[src/rtl/noc_pkg.sv]
// Shared definitions for the router input port: default flit width,
// VC index sizing and the output-side FSM state encoding.
package noc_pkg;

  localparam int DEF_WORD_WIDTH = 128;

  function automatic int vc_idx_w(input int n);
    return (n > 1) ? $clog2(n) : 1;
  endfunction

  typedef enum logic [1:0] {
    IDLE,
    REQ,
    SEND
  } state_t;

endpackage

[src/rtl/vc_fifo.sv]
// Single virtual-channel circular buffer. Full/empty come straight from the
// occupancy count; writes to a full buffer and reads from an empty one are ignored.
module vc_fifo
  import noc_pkg::*;
#(
  parameter int BUFFER_DEPTH = 8,
  parameter int WORD_WIDTH   = DEF_WORD_WIDTH,
  localparam int AW = $clog2(BUFFER_DEPTH),
  localparam int CW = AW + 1
) (
  input  logic                  clk,
  input  logic                  rst,
  input  logic                  i_wr_en,
  input  logic                  i_rd_en,
  input  logic [WORD_WIDTH-1:0] i_din,
  output logic [WORD_WIDTH-1:0] o_dout,
  output logic [CW-1:0]         o_count,
  output logic                  o_full,
  output logic                  o_empty
);

  logic [WORD_WIDTH-1:0] r_mem [BUFFER_DEPTH];
  logic [AW-1:0]         r_wr_ptr;
  logic [AW-1:0]         r_rd_ptr;
  logic [CW-1:0]         r_count;
  logic                  w_wr;
  logic                  w_rd;

  assign o_full  = (r_count == CW'(BUFFER_DEPTH));
  assign o_empty = (r_count == '0);
  assign o_count = r_count;
  assign o_dout  = r_mem[r_rd_ptr];
  assign w_wr    = i_wr_en && !o_full;
  assign w_rd    = i_rd_en && !o_empty;

  always_ff @(posedge clk) begin
    if (w_wr) r_mem[r_wr_ptr] <= i_din;
  end

  // Pointers wrap naturally at the power-of-two depth.
  always_ff @(posedge clk) begin
    if (rst) begin
      r_wr_ptr <= '0;
      r_rd_ptr <= '0;
      r_count  <= '0;
    end else begin
      if (w_wr) r_wr_ptr <= r_wr_ptr + AW'(1);
      if (w_rd) r_rd_ptr <= r_rd_ptr + AW'(1);
      case ({w_wr, w_rd})
        2'b10:   r_count <= r_count + CW'(1);
        2'b01:   r_count <= r_count - CW'(1);
        default: r_count <= r_count;
      endcase
    end
  end

endmodule

[src/rtl/vc_input_port.sv]
// Router input port: per-VC FIFOs with credit return, round-robin VC selection,
// switch-allocator request and bounded-burst drain under out_ready backpressure.
module vc_input_port
  import noc_pkg::*;
#(
  parameter int NUM_VC       = 4,
  parameter int BUFFER_DEPTH = 8,
  parameter int WORD_WIDTH   = DEF_WORD_WIDTH,
  parameter int MAX_BURST    = 4,
  localparam int VCW = vc_idx_w(NUM_VC),
  localparam int CW  = $clog2(BUFFER_DEPTH) + 1,
  localparam int BW  = $clog2(MAX_BURST + 1)
) (
  input  logic                  clk,
  input  logic                  rst,
  input  logic                  in_valid,
  input  logic [VCW-1:0]        in_vc,
  input  logic [WORD_WIDTH-1:0] in_data,
  output logic [NUM_VC-1:0]     credit_out,
  output logic                  out_req,
  output logic [VCW-1:0]        out_req_vc,
  input  logic                  out_grant,
  input  logic                  out_ready,
  output logic                  out_valid,
  output logic [WORD_WIDTH-1:0] out_data,
  output logic [VCW-1:0]        out_vc,
  output logic [NUM_VC-1:0]     vc_empty,
  output logic                  overflow_err
);

  logic [WORD_WIDTH-1:0] w_dout  [NUM_VC];
  logic [CW-1:0]         w_count [NUM_VC];
  logic [NUM_VC-1:0]     w_full, w_empty, w_wr_en, w_rd_en, w_sel_oh;
  logic                  w_pop, w_wr_sel, w_last, w_any;
  logic [VCW-1:0]        w_pick;

  state_t                r_state;
  logic [VCW-1:0]        r_sel, r_rr, r_out_vc;
  logic [BW-1:0]         r_burst;
  logic                  r_out_req, r_out_valid, r_ovf;
  logic [WORD_WIDTH-1:0] r_out_data;
  logic [NUM_VC-1:0]     r_credit;

  genvar g;
  generate
    for (g = 0; g < NUM_VC; g++) begin : g_vc
      vc_fifo #(
        .BUFFER_DEPTH(BUFFER_DEPTH),
        .WORD_WIDTH  (WORD_WIDTH)
      ) u_fifo (
        .clk     (clk),
        .rst     (rst),
        .i_wr_en (w_wr_en[g]),
        .i_rd_en (w_rd_en[g]),
        .i_din   (in_data),
        .o_dout  (w_dout[g]),
        .o_count (w_count[g]),
        .o_full  (w_full[g]),
        .o_empty (w_empty[g])
      );
    end
  endgenerate

  always_comb begin
    w_wr_en = '0;
    if (in_valid) w_wr_en[in_vc] = 1'b1;
  end

  assign w_sel_oh = {{(NUM_VC-1){1'b0}}, 1'b1} << r_sel;
  assign w_pop    = (r_state == SEND) && out_ready && !w_empty[r_sel];
  assign w_rd_en  = w_pop ? w_sel_oh : '0;
  assign w_wr_sel = in_valid && (in_vc == r_sel) && !w_full[r_sel];
  // A pop of the last word ends the burst unless a refill lands in the same cycle.
  assign w_last   = ((w_count[r_sel] == CW'(1)) && !w_wr_sel) ||
                    (r_burst == BW'(MAX_BURST - 1));

  // Descending scan so the smallest offset from the RR pointer wins.
  always_comb begin
    w_any  = 1'b0;
    w_pick = r_rr;
    for (int i = NUM_VC - 1; i >= 0; i--) begin
      if (!w_empty[r_rr + VCW'(i)]) begin
        w_any  = 1'b1;
        w_pick = r_rr + VCW'(i);
      end
    end
  end

  always_ff @(posedge clk) begin
    if (rst) begin
      r_state     <= IDLE;
      r_sel       <= '0;
      r_rr        <= '0;
      r_burst     <= '0;
      r_out_req   <= 1'b0;
      r_out_valid <= 1'b0;
      r_out_data  <= '0;
      r_out_vc    <= '0;
      r_credit    <= '0;
      r_ovf       <= 1'b0;
    end else begin
      r_out_valid <= w_pop;
      r_credit    <= w_pop ? w_sel_oh : '0;
      if (w_pop) begin
        r_out_data <= w_dout[r_sel];
        r_out_vc   <= r_sel;
      end
      if (in_valid && w_full[in_vc]) r_ovf <= 1'b1;
      case (r_state)
        IDLE: begin
          if (w_any) begin
            r_sel     <= w_pick;
            r_out_req <= 1'b1;
            r_state   <= REQ;
          end
        end
        REQ: begin
          if (out_grant) begin
            r_burst   <= '0;
            r_out_req <= 1'b0;
            r_state   <= SEND;
          end
        end
        SEND: begin
          if (w_empty[r_sel]) begin
            r_rr    <= r_sel + VCW'(1);
            r_state <= IDLE;
          end else if (w_pop) begin
            r_burst <= r_burst + BW'(1);
            if (w_last) begin
              r_rr    <= r_sel + VCW'(1);
              r_state <= IDLE;
            end
          end
        end
        default: r_state <= IDLE;
      endcase
    end
  end

  assign credit_out   = r_credit;
  assign out_req      = r_out_req;
  assign out_req_vc   = r_sel;
  assign out_valid    = r_out_valid;
  assign out_data     = r_out_data;
  assign out_vc       = r_out_vc;
  assign vc_empty     = w_empty;
  assign overflow_err = r_ovf;

endmodule

[config.mk]
export PLATFORM = sky130hd
export DESIGN_NAME = vc_input_port
export DESIGN_NICKNAME = d
export VERILOG_FILES = /design/src/rtl/noc_pkg.sv /design/src/rtl/vc_fifo.sv /design/src/rtl/vc_input_port.sv
export SDC_FILE = /design/constraint.sdc
export NUM_CORES = 2
export LEC_CHECK = 0
export ABC_AREA = 1
export CORE_MARGIN = 2
export CORE_UTILIZATION = 49
export CTS_CLUSTER_SIZE = 8
export DETAILED_ROUTE_END_ITERATION = 7
export PLACE_DENSITY = 0.62
export SLEW_MARGIN = 20
export SYNTH_ARGS = -nofsm -noshare
export SYNTH_HDL_FRONTEND = slang
export SYNTH_SLANG_ARGS = --single-unit
[constraint.sdc]
create_clock -name clk -period 18.4 [get_ports clk]
set_input_delay 3.68 -clock clk [delete_from_list [all_inputs] [get_ports clk]]
set_output_delay 3.68 -clock clk [all_outputs]
set_load 0.1 [all_outputs]
# Word-level counts from Yosys, hierarchy flattened
# Memories as Yosys holds them, arrays and structs flattened. A register that Yosys moved wholly into a read port is not among the register bits.
# Cells that the tools add are included.
# W data, S select, Z words.
dict set report totals {
  reg_bits 186
  latch_bits 0
  ramBits 4096
  romBits 0
  in_bits 135
  output_inout_bits 143
  word_cells 193
  n_memories 4
}
dict set report op_classes {
  add_sub_neg 21
  multipliers 0
  div 0
  magnitude_cmp 8
  n_eq_ne 23
  n_shift 1
  muxes 68
  bitwise 1
  reduce_logical 45
}
# memory depth word_bits read_ports rd_ports_with_merged_regs wr line
set mem_list {}
lappend mem_list {{g_vc[0].u_fifo.r_mem} 8 128 1 1 1 vc_fifo.sv:22} ;# logic [WORD_WIDTH-1:0] r_mem [BUFFER_DEPTH];
lappend mem_list {{g_vc[1].u_fifo.r_mem} 8 128 1 1 1 vc_fifo.sv:22}
lappend mem_list {{g_vc[2].u_fifo.r_mem} 8 128 1 1 1 vc_fifo.sv:22}
lappend mem_list {{g_vc[3].u_fifo.r_mem} 8 128 1 1 1 vc_fifo.sv:22}
# op count
set ops {}
lappend ops {{$bmux W128 S2} 1}
lappend ops {{$mux W128} 2}
lappend ops {{$mux W3} 11}
lappend ops {{$pmux W4 S2} 4}
lappend ops {{$add A3 B1 Y3 const B} 9}
lappend ops {{$mux W2} 12}
lappend ops {{$mux W1} 22}
lappend ops {{$lt A2 B3 Y1 const B} 6}
lappend ops {{$add A4 B1 Y4 const B} 4}
lappend ops {{$eq A4 B4 Y1 const B} 4}
lappend ops {{$logic_not A4 Y1} 4}
lappend ops {{$mux W4} 4}
lappend ops {{$reduce_bool A2 Y1} 8}
lappend ops {{$sub A4 B1 Y4 const B} 4}
lappend ops {{$logic_and A1 B1 Y1} 15}
lappend ops {{$bmux W1 S2} 7}
lappend ops {{$logic_not A1 Y1} 11}
lappend ops {{$eq A2 B1 Y1 const B} 5}
lappend ops {{$eq A2 B2 Y1 const B} 5}
lappend ops {{$bmux W4 S2} 1}
lappend ops {{$ne A2 B2 Y1 const B} 4}
lappend ops {{$reduce_and A4 Y1} 2}
lappend ops {{$ne A3 B2 Y1 const B} 2}
lappend ops {{$pmux W2 S3} 1}
lappend ops {{other kinds (16)} 19}

# Depth between registers and ports, before layout
dict set report logic_depth {
  word_depth 12
  ltp_mapped 18
}

# By module
# From an unflattened synthesis, not the netlist that was laid out.
dict set report unflattened {
  hier_cells 13370
  area_unflattened_um2 170662.4
}
# module instances cells_per_inst area_per_inst_um2 seq_area_each_um2
set by_module_without_submodules {}
lappend by_module_without_submodules {{vc_fifo at g_vc[0].u_fifo ...} 2 2971 40405.0 31009.7}
lappend by_module_without_submodules {{vc_fifo at g_vc[1].u_fifo ...} 2 2968 40391.2 31009.7}
lappend by_module_without_submodules {vc_input_port 1 1492 9069.9 2922.8}

# Least setup slack after synthesis
# Ideal clock, no wire load.
dict set report synth_path {
  path_type {in2reg}
  from {in in_vc[0]}
  to {mem g_vc[0].u_fifo.r_mem[0][0] (netlist name), enable pin}
  setup_time_ns 0.617
  arrival_time_ns 9.557
  required_time_ns 17.783
  setup_slack_ns 8.226
  cell_stages 5
  n_path_buf 0
  path_cell_list {inv_1 nand4_1 inv_1 nand2_1 nor2_1}
}
dict set report synth_via {
  elab_chain_len 8
  word_cells_on_any_way 9
  classes_between {2 x order compare; 5 x mux; 2 x reduce/logical}
}
# item line
set synth_rtl {}
lappend synth_rtl {{from (decl)} vc_input_port.sv:17} ;# input logic [VCW-1:0] in_vc,
lappend synth_rtl {{$lt A2 B3 Y1 (not written as such) / $ge A2 B1 Y1 (equally long branches)} vc_input_port.sv:66} ;# if (in_valid) w_wr_en[in_vc] = 1'b1;
lappend synth_rtl {{$logic_and A1 B1 Y1 (not written as such)} vc_input_port.sv:66}
lappend synth_rtl {{$mux W1 (not written as such)} vc_input_port.sv:66}
lappend synth_rtl {{$demux W1 S2 *} vc_input_port.sv:66}
lappend synth_rtl {{$mux W4 *} vc_input_port.sv:66}
lappend synth_rtl {{$logic_and A1 B1 Y1 *} vc_fifo.sv:33} ;# assign w_wr = i_wr_en && !o_full;
lappend synth_rtl {{$mux W1 *} vc_fifo.sv:37} ;# if (w_wr) r_mem[r_wr_ptr] <= i_din;
lappend synth_rtl {{$mux W1 (not written as such) *} vc_fifo.sv:37}
lappend synth_rtl {{to (decl)} vc_fifo.sv:22}
# Every way passes the cells marked *; elsewhere a longest branch is shown, timed or not.

# Final worst setup path
dict set report layout_path {
  from {in in_vc[0]}
  to {mem g_vc[2].u_fifo.r_mem[0][107] (netlist name), enable pin}
}
dict set report layout_via {
  elab_chain_len 8
  word_cells_on_any_way 9
  classes_between {2 x order compare; 5 x mux; 2 x reduce/logical}
}
# item line
set layout_rtl {}
lappend layout_rtl {{$lt A2 B3 Y1 (not written as such) / $ge A2 B1 Y1 (equally long branches)} vc_input_port.sv:66}
lappend layout_rtl {{$logic_and A1 B1 Y1 (not written as such)} vc_input_port.sv:66}
lappend layout_rtl {{$mux W1 (not written as such)} vc_input_port.sv:66}
lappend layout_rtl {{$demux W1 S2 *} vc_input_port.sv:66}
lappend layout_rtl {{$mux W4 *} vc_input_port.sv:66}
lappend layout_rtl {{$logic_and A1 B1 Y1 *} vc_fifo.sv:33}
lappend layout_rtl {{$mux W1 *} vc_fifo.sv:37}
lappend layout_rtl {{$mux W1 (not written as such) *} vc_fifo.sv:37}
lappend layout_rtl {{to (decl)} vc_fifo.sv:22}
# Marks and branches as above.

==> PnR_summary.wiki <==
{| class="wikitable"
! Metric !! Value
|-
| Post-detail-place hpwl || 260,000 um
|-
| Final routed DRC violation total || 0
|-
| Die area || 348,000 um2
|-
| Tot Pwr || 22.4 mW
|-
| Net count, final || 13,404
|-
| Number of maximum-capacitance constraint violations || 0
|-
| Clock Tree Root || sky130_fd_sc_hd__clkbuf_16
|-
| CTS H-tree depth || 6
|-
| Cell Chain, Critical Path || clkdlybuf4s50_1 > inv_1 > nand4_1 > inv_1 > nand2_1 > nor2_4 > buf_4 > buf_4
|-
| Final WL || 491,000 um
|-
| TritonCTS buffer count || 607
|-
| Relative contribution of sequential cells to total power || 48.3%
|-
| Synth Warn # || 0
|-
| Slowest stage cell on the critical path || sky130_fd_sc_hd__buf_4
|-
| Fraction of post-synthesis cell area in the top cell type by area || 73.1%
|-
| Number of sinks driven by the clock tree || 4,294
|-
| Starting Density || 49.1%
|-
| Post-synthesis simple-gate area fraction || 9.47%
|-
| Count of nets left with antenna violations after detail routing || 0
|-
| Compound-cell area share of the yosys netlist || 12.1%
|-
| Buffer levels on the longest clock path || 4
|-
| Power density cells || 117 nW/um2
|-
| Synth Cell Area || 168,000 um2
|-
| Count of unique library cells instantiated by Yosys || 38
|-
| Flip-flop and latch count after synthesis || 4,294
|-
| GR Util All Layers || 27.6%
|-
| Iter 0 DRT Violations || 14,572
|-
| Std-Cell Rows || 215
|-
| Critical-path maximum fanout || 53
|-
| Clock Skew || 0.0494 ns
|-
| Required time reported for the critical path endpoint || 19.02 ns
|-
| Number of buffers inserted for hold repair after clock tree synthesis || 0
|-
| Wire length of the first global-routing pass || 715,000 um
|-
| Actual transition at the worst max-transition pin || 1.24 ns
|-
| Logic pwr share || 6.6%
|-
| XOR/XNOR share of the synthesized area || 0.104%
|-
| Clock share of power || 45.1%
|-
| Relative area change from synthesis to final layout || 14.1%
|-
| CP delay by family, top || buffers and inverters
|-
| Library cell occupying the most area in the post-synthesis netlist || sky130_fd_sc_hd__edfxtp_1
|-
| Status || completed
|-
| RSZ-0062 raised after global routing || no
|-
| Final worst path period need || 7.51 ns
|-
| Average wire per cell in the routed design || 27.2 um
|-
| F_max || 133 MHz
|-
| Width of the chip || 590 um
|-
| FFs w/ async S/R, synth || 0%
|-
| Most area-consuming cells after synthesis || sky130_fd_sc_hd__edfxtp_1 73%, sky130_fd_sc_hd__o21ai_0 6.2%, sky130_fd_sc_hd__nor2_1 6.1%, sky130_fd_sc_hd__o211ai_1 2.9%, sky130_fd_sc_hd__dfxtp_1 2.4%
|-
| Prevailing post-synth register cell || sky130_fd_sc_hd__edfxtp_1
|-
| Combinational family with the most area after synthesis || compound AO/OA/AOI/OAI gates
|-
| Final Max Tran Viols || 0
|-
| Clk slew on worst S/H paths || 0.05 ns
|-
| Count of flip-flops with a built-in enable after synthesis || 4,096
|-
| Gr ovfl total || 0
|-
| Adder and majority gate portion of the synthesized area || 0.193%
|-
| Static power due to leakage || 62.9 nW
|-
| Final Hold Violating Endpoints || 0
|-
| Setup TNS Final || 0 ns
|-
| Die Span Y || 590 um
|-
| Number of I/O port buffers || 277
|-
| Cell Int Power || 17.1 mW
|-
| Floorplan Core Area || 342,000 um2
|-
| Slew margin rel. || 17.2%
|-
| Top cells by count, synth || 4,096 x sky130_fd_sc_hd__edfxtp_1, 2,754 x sky130_fd_sc_hd__nor2_1, 2,079 x sky130_fd_sc_hd__o21ai_0
|-
| Min-delay worst type || reg -> reg
|-
| Slowest cell delay on critical path || 0.95 ns
|-
| Setup crit end kind || flip-flop
|-
| Ratio of cells with drive above 1 in the final layout || 7.70%
|-
| Portion of netlist area occupied by mux cells || 0%
|-
| Average instance area after synthesis || 12.9 um2
|-
| Arrival time at the worst endpoint || 8.13 ns
|-
| Number of resized instances in the post-cts repair step || 0
|-
| Worst ir drop on vdd || 0.103 mV
|-
| Portion of the post-synthesis area used by sequential elements || 75.4%
|-
| Postcts setup bufs || 0
|-
| Number of antenna violations at the first check in global routing || 38
|-
| Net switching power of the design || 5.28 mW
|-
| Share of the cycle needed by the critical path after routing || 40.8%
|-
| Weighted congestion reported at the end of routability-driven placement || 0.841
|-
| Clock latency at the later pin of the worst-skew pair || 1.05 ns
|-
| 1st-pass router iterations || 6
|-
| Crit Path Class || in -> reg
|-
| Vias in the first global route || 106,870
|-
| Ratio of routed vias to standard cells || 6.14
|-
| Via count of the routed design || 110,828
|-
| Sw Share || 23.6%
|-
| Cell count after synthesis || 13,031
|-
| WP buf/inv || 5
|-
| Most instantiated library cell after synthesis || sky130_fd_sc_hd__edfxtp_1
|-
| Number of placed I/O pins || 278
|-
| Count of filler cells inserted in the layout || 27,198
|-
| Startpoint Class || input pin
|-
| Synthesized netlist net count || 13,192
|-
| Number of failing setup endpoints in the final timing report || 0
|-
| CTS tree || yes
|-
| Maximum number of pins on one net before global-route repair || 215
|}
[area by class of cell]
| class | count | area (um2) | area share [%] |
|---|---|---|---|
| Inverter | 128 | 592 | 0.308 |
| Antenna cell | 13 | 32.5 | 0.0169 |
| Sequential cell | 4294 | 127000 | 66.1 |
| Clock buffer | 800 | 16100 | 8.37 |
| Multi-Input combinational cell | 7678 | 37000 | 19.3 |
| Tap cell | 4557 | 5700 | 2.97 |
| Clock inverter | 54 | 906 | 0.472 |
| Timing Repair Buffer | 534 | 4760 | 2.48 |
[through the flow]
stage          instance area [um2]  utilization (%)  worst slack, ns  hold slack (ns)  std cells
6_report                    192000             56.1            10.89            0.487      18058
5_1_grt                     192000             56.1            10.77            0.506      18051
4_1_cts                     192000             56.1            11.04            0.492      18044
3_5_place_dp                175000             51.1             9.97            0.481      17190
3_3_place_gp                175000             51.1            10.02            0.452      17188
2_1_floorplan               168000                -             8.23            0.460      13031
[per-layer routing]
metal  track usage, %  routed length, um  vias up
met5                0                108        -
met1             39.9             203000    55598
met2             42.8             225000     5905
li1                 -                  -    48386
met4             9.42              16900       16
met3             4.39              46300      923
[state kept, by name, indices dropped and copies added (netlist names), named ones only]
| signal | flops |
|---|---|
| g_vc.u_fifo.r_mem | 4096 |
| out_data | 128 |
| r_rr | 2 |
| out_req_vc | 2 |
| g_vc.u_fifo.o_count | 16 |
| credit_out | 4 |
| g_vc.u_fifo.r_wr_ptr | 12 |
| r_burst | 3 |
| overflow_err | 1 |
| out_valid | 1 |
| out_vc | 2 |
| g_vc.u_fifo.r_rd_ptr | 12 |
| out_req | 1 |
| r_state | 2 |
[cell usage in the layout, fill, tap and decap left out, drive strengths merged, types with 4 or more instances in the layout]
cell / count
a21oi: 212
clkinv: 27
nand2: 739
nor3: 6
nor2: 2755
o22ai: 267
edfxtp: 4096
nand4: 12
ha: 26
o221ai: 99
clkbuf: 800
clkdlybuf4s50: 233
buf: 301
nand3: 535
xnor2: 4
dfxtp: 198
diode: 13
xor2: 16
o21ai: 2342
o211ai: 659
inv: 155
[cell families after synthesis]
family                   after synthesis
AO/OA/AOI/OAI                       3583
XOR/XNOR                              20
adder cells (fa/ha/maj)               26
buffers and inverters               1059
flip-flops                          4294
AND/OR/NAND/NOR                     4049
[tightest hold or removal path: stages, from the launching register on]
cell                      delay [ns]
sky130_fd_sc_hd__dfxtp_1        0.33
sky130_fd_sc_hd__nor2_1         0.05
sky130_fd_sc_hd__nor2_1         0.07
[power by group through the flow]
stage | Clock (mW) | Combinational, mW | Sequential, mW
global placement | 0 | 1.46 | 11.0
global route | 10.6 | 1.54 | 10.8
finish | 10.1 | 1.48 | 10.8
floorplan | 0 | 0.556 | 11.1
CTS | 10.2 | 1.46 | 10.8
detailed placement | 0 | 1.46 | 11.0
[path summary, 6_finish.rpt]
path                            cells after the start                      endpoint         start  slack (ns)
worst max-delay path                                8  g_vc[2].u_fifo.r_mem[0][107]      in_vc[0]       10.89
worst min register to register                      2                  overflow_err  overflow_err        0.49
worst max register to register                     12                  out_data[13]     flip-flop       12.67
worst min-delay path                                2                  overflow_err  overflow_err        0.49
Note: power is estimated with default switching activity, not from simulation.
